===== src/rtl/debounce_pkg.sv =====
// Shared definitions for the input debouncer.
//   db_state_t        : stability FSM states (STABLE = q settled, CHK = qualifying a new level)
//   MIN_SYNC_STAGES   : fewest synchronizer flops that still give metastability protection
//   MIN_STABLE_CYCLES : fewest consecutive equal samples accepted as a new level
//   cnt_width()       : width of the qualification counter for a given STABLE_CYCLES
package debounce_pkg;

   typedef enum logic {STABLE, CHK} db_state_t;

   localparam int MIN_SYNC_STAGES   = 2;
   localparam int MIN_STABLE_CYCLES = 2;

   // The counter must be able to represent STABLE_CYCLES.
   function automatic int cnt_width(input int stable_cycles);
      return $clog2(stable_cycles + 1);
   endfunction

endpackage


===== src/rtl/sync_chain.sv =====
// Parameterised flop chain that brings an asynchronous level into the clk domain.
//   clk : clock, all flops update on the rising edge
//   rst : synchronous active-high reset, clears every stage to 0
//   d   : raw asynchronous input
//   q   : output of the last stage (STAGES edges of delay, no combinational path from d)
module sync_chain #(
   parameter int STAGES = 2
) (
   input  logic clk,
   input  logic rst,
   input  logic d,
   output logic q
);

   logic [STAGES-1:0] stage_reg;

   generate
      for (genvar gi = 0; gi < STAGES; gi++) begin : g_stage
         if (gi == 0) begin : g_first
            always_ff @(posedge clk) begin
               if (rst) stage_reg[gi] <= 1'b0;
               else     stage_reg[gi] <= d;
            end
         end else begin : g_rest
            always_ff @(posedge clk) begin
               if (rst) stage_reg[gi] <= 1'b0;
               else     stage_reg[gi] <= stage_reg[gi-1];
            end
         end
      end
   endgenerate

   assign q = stage_reg[STAGES-1];

endmodule


===== src/rtl/input_debouncer.sv =====
// Debounces a raw level: synchronizes it, then only accepts a new level once the
// synchronized value has differed from q for STABLE_CYCLES consecutive edges.
//   clk  : clock, all state updates on the rising edge
//   rst  : synchronous active-high reset (wins over everything in the same edge)
//   d    : raw, possibly asynchronous and bouncy input level
//   q    : debounced level (registered)
//   rise : one-cycle pulse in the cycle q goes 0->1 (registered)
//   fall : one-cycle pulse in the cycle q goes 1->0 (registered)
//   busy : high while a candidate level is being qualified (registered, state == CHK)
module input_debouncer
   import debounce_pkg::*;
#(
   parameter int SYNC_STAGES   = 2,
   parameter int STABLE_CYCLES = 4
) (
   input  logic clk,
   input  logic rst,
   input  logic d,
   output logic q,
   output logic rise,
   output logic fall,
   output logic busy
);

   localparam int CNT_W = cnt_width(STABLE_CYCLES);
   localparam logic [CNT_W-1:0] CNT_LAST = CNT_W'(STABLE_CYCLES - 1);
   localparam logic [CNT_W-1:0] CNT_ONE  = CNT_W'(1);

   generate
      if (SYNC_STAGES < MIN_SYNC_STAGES) begin : g_bad_sync
         $error("input_debouncer: SYNC_STAGES must be >= %0d", MIN_SYNC_STAGES);
      end
      if (STABLE_CYCLES < MIN_STABLE_CYCLES) begin : g_bad_stable
         $error("input_debouncer: STABLE_CYCLES must be >= %0d", MIN_STABLE_CYCLES);
      end
   endgenerate

   logic d_sync;

   sync_chain #(
      .STAGES(SYNC_STAGES)
   ) u_sync_chain (
      .clk(clk),
      .rst(rst),
      .d  (d),
      .q  (d_sync)
   );

   db_state_t        state_reg, state_next;
   logic [CNT_W-1:0] cnt_reg,   cnt_next;
   logic             q_reg,     q_next;
   logic             rise_reg,  rise_next;
   logic             fall_reg,  fall_next;
   logic             busy_reg,  busy_next;

   always_comb begin
      state_next = state_reg;
      cnt_next   = cnt_reg;
      q_next     = q_reg;
      // Strobes last a single cycle: cleared on every edge unless re-armed below.
      rise_next  = 1'b0;
      fall_next  = 1'b0;

      case (state_reg)
         STABLE: begin
            if (d_sync != q_reg) begin
               // The first differing sample already counts as one.
               state_next = CHK;
               cnt_next   = CNT_ONE;
            end else begin
               cnt_next   = '0;
            end
         end
         CHK: begin
            if (d_sync == q_reg) begin
               // Bounce back to the current level: abandon the candidate silently.
               state_next = STABLE;
               cnt_next   = '0;
            end else if (cnt_reg == CNT_LAST) begin
               q_next     = d_sync;
               rise_next  = d_sync;
               fall_next  = ~d_sync;
               state_next = STABLE;
               cnt_next   = '0;
            end else begin
               cnt_next   = cnt_reg + CNT_ONE;
            end
         end
         default: begin
            state_next = STABLE;
            cnt_next   = '0;
         end
      endcase

      busy_next = (state_next == CHK);
   end

   always_ff @(posedge clk) begin
      if (rst) begin
         state_reg <= STABLE;
         cnt_reg   <= '0;
         q_reg     <= 1'b0;
         rise_reg  <= 1'b0;
         fall_reg  <= 1'b0;
         busy_reg  <= 1'b0;
      end else begin
         state_reg <= state_next;
         cnt_reg   <= cnt_next;
         q_reg     <= q_next;
         rise_reg  <= rise_next;
         fall_reg  <= fall_next;
         busy_reg  <= busy_next;
      end
   end

   assign q    = q_reg;
   assign rise = rise_reg;
   assign fall = fall_reg;
   assign busy = busy_reg;

endmodule


===== config.mk =====
export PLATFORM = sky130hd
export DESIGN_NAME = input_debouncer
export DESIGN_NICKNAME = d
export VERILOG_FILES = /design/src/rtl/debounce_pkg.sv /design/src/rtl/sync_chain.sv /design/src/rtl/input_debouncer.sv
export SDC_FILE = /design/constraint.sdc
export NUM_CORES = 1
export LEC_CHECK = 0
export BUFFER_PORTS_ARGS = -buffer_cell sky130_fd_sc_hd__clkbuf_2
export CORE_AREA = 5 5 42 44
export DETAILED_ROUTE_END_ITERATION = 8
export DIE_AREA = 0 0 47 49
export GPL_TIMING_DRIVEN = 0
export MAX_ROUTING_LAYER = met4
export PLACE_DENSITY_LB_ADDON = 0.2
export SYNTH_ARGS = -nofsm -noshare
export SYNTH_HDL_FRONTEND = slang
export SYNTH_SLANG_ARGS = --single-unit

===== constraint.sdc =====
create_clock -name clk -period 1.05 [get_ports clk]
set_input_delay 0 -clock clk [delete_from_list [all_inputs] [get_ports clk]]
set_output_delay 0 -clock clk [all_outputs]
set_load 0.02 [all_outputs]

==> results.cfg <==
[global_route]
grt_pass1_vias = 213
grt_max_degree = 10
grt-ovfl-total = 0
antenna_found_initial = 0
grt_pass1_wl_um = 876
track_usage_pct = 5.92

[route]
viasPerCell = 4.48
drt_iter0_drc = 1
wl_per_cell_um = 10.4
dr.pass1.iters = 2
totalWireLength_um = 562
vias = 242
ant_nets = 0
drc = 0

[critical_path]
cp-start-kind = flip-flop
worst_setup_path_end_kind = flip-flop
cp_max_fo = 6
crit_required_ps = 1220
critical_path_arrival_ps = 1260
crit_type = flip-flop to flip-flop
r2r_cells = 4

[synthesis]
syn_area_um2 = 323
yosysWarnings = 0
synth-seq-cells = 9
syn-num-nets = 33
synth_area_per_cell_um2 = 11.5
ys_types = 17
synth_seq_area_share_pct = 55.8
syn_inst = 28

[finish]
design_area_um2 = 469
fin_nets = 44
drive_gt1_share_pct = 50.0
largest_reg_flops = 3
n_fill_cell = 157
n_antenna_cell = 0
final_common_cell = dfxtp_1
syn_to_final_growth_pct = 45.3
final_cell_mix = dfxtp_1, clkbuf_2, nor4b_2, clkbuf_4

[timing]
rsz0062_at_grt = true
fin_crit_sh_pct = 103
finalWorstSetupSlack_ps = -35.6
finalSetupViolCount = 2
tns_ps = -61.8
clock.fmax_mhz = 921
finalHoldViolations = 0
maxSlewHeadroom_pct = 68.4
worst_hold_slack_ps = 151
worst_pin_slew_ps = 474
fin_skew_ps = 6.49
period_minus_slack_ps = 1090
slew_viol_final = 0

[status]
violations = setup timing
status = complete, but fails checks

[cts]
h-tree-depth = 1
cts_buffer_depth = 2
worstSkewPairLatency_ps = 260
cts.clk_slew.worst_paths_ps = 50
cts_setup_buffers = 0
cts_buffers = 3
clkSinkCount = 9
cts_root_buf = clkbuf_4
cts_tree = done

[job]
drv_cap = 0

[floorplan]
die_x_um = 47
dieArea_mm2 = 0.00230
die_h_um = 49
start_util_pct = 23.0
num_io_pins = 7
row_count = 14
core_mm2 = 0.00140

[placed_design]
place_ws_ps = -59.6
dp_hpwl_um = 387
numPortBuffers = 5
gp_congestion = 0.642
dpl-instance-area_um2 = 390

[pwr]
cellPowerDensity_mw_per_mm2 = 1370
p_leak_uw = 0.000154
peakVddDrop_v = 0.000623

[hold_path]
hp-class = input pin to flip-flop
hold_depth = 2
worst max-delay path, cell delays in order (launching register included):
cell and delay (ps):
dfxtp_2 330, ha_4 160, ha_4 170, nand2b_4 150
nor4b_2 190
power by group:
part	switching [µW]	internal (µW)	leakage (µW)	total (µW)
sequential	6.15	347	0.0000735	354
combinational	13.5	12.4	0.0000655	25.9
clock	118	146	0.0000150	264
total	138	506	0.000154	644
path summary, 6_finish.rpt:
kind	startpoint	slack, ps	to
setup reg to reg	cnt_reg[0]$_SDFF_PP0_	-40	cnt_reg[1]$_SDFF_PP0_
setup / recovery	cnt_reg[0]$_SDFF_PP0_	-40	cnt_reg[1]$_SDFF_PP0_
hold reg to reg	u_sync_chain.stage_reg[0]$_SDFF_PP0_	440	u_sync_chain.q$_SDFF_PP0_
hold / removal	rst	150	u_sync_chain.q$_SDFF_PP0_
what timing repair did:
item	in CTS	in global routing
resized for setup	4	3
setup endpoints to repair	6	6
hold endpoints to repair	1	0
hold buffers	1	0
metal layers:
layer	vias up	routed length, µm	GRT usage (%)
li1	118	-	-
met1	111	226	6.83
met2	9	253	6.11
met3	4	67	5.54
met4	0	14	4.15
met5	-	0	-
metrics by stage:
stage | instances | util [%] | total power, µW
floorplan | 28 | - | 373
detailed placement | 49 | 27.9 | 379
global placement | 49 | 27.9 | 379
global route | 54 | 33.5 | 676
CTS | 54 | 32.1 | 657
finish | 54 | 33.5 | 644
kinds of logic after synthesis:
family                     share of synthesized area (%)
AOI/OAI and AO/OA                                   9.30
xor gates and xnor gates                            2.71
adders and majority gates                           7.75
buffers and inverters                               2.32
DFF                                                 55.8
and+or+nand+nor                                     22.1
area by class of cell:
cell class                 count  area, µm²  area share [%]
buffer                         1       3.75           0.800
clock buffer                   4       26.3            5.60
inverter                       1       3.75           0.800
multi-input combinational     17        199            42.4
sequential                     9        181            38.7
tap                           16       20.0            4.27
timing repair buffer           6       35.0            7.47
cell usage after synthesis:
master    count  area share [%]
clkbuf_1      1             1.2
nor4b_1       2             5.4
nand2b_1      1             1.9
a21bo_2       1             3.1
a21oi_1       1             1.5
nand3_1       1             1.5
a211oi_1      1             2.3
inv_1         1             1.2
dfxtp_1       9              56
xnor2_1       1             2.7
nor2b_1       2             3.9
nor3_1        1             1.5
nor4b_2       1             4.6
o21a_1        1             2.3
nand2_1       1             1.2
ha_1          2             7.8
nor4_1        1             1.9
Note: power is estimated with default switching activity, not from simulation.
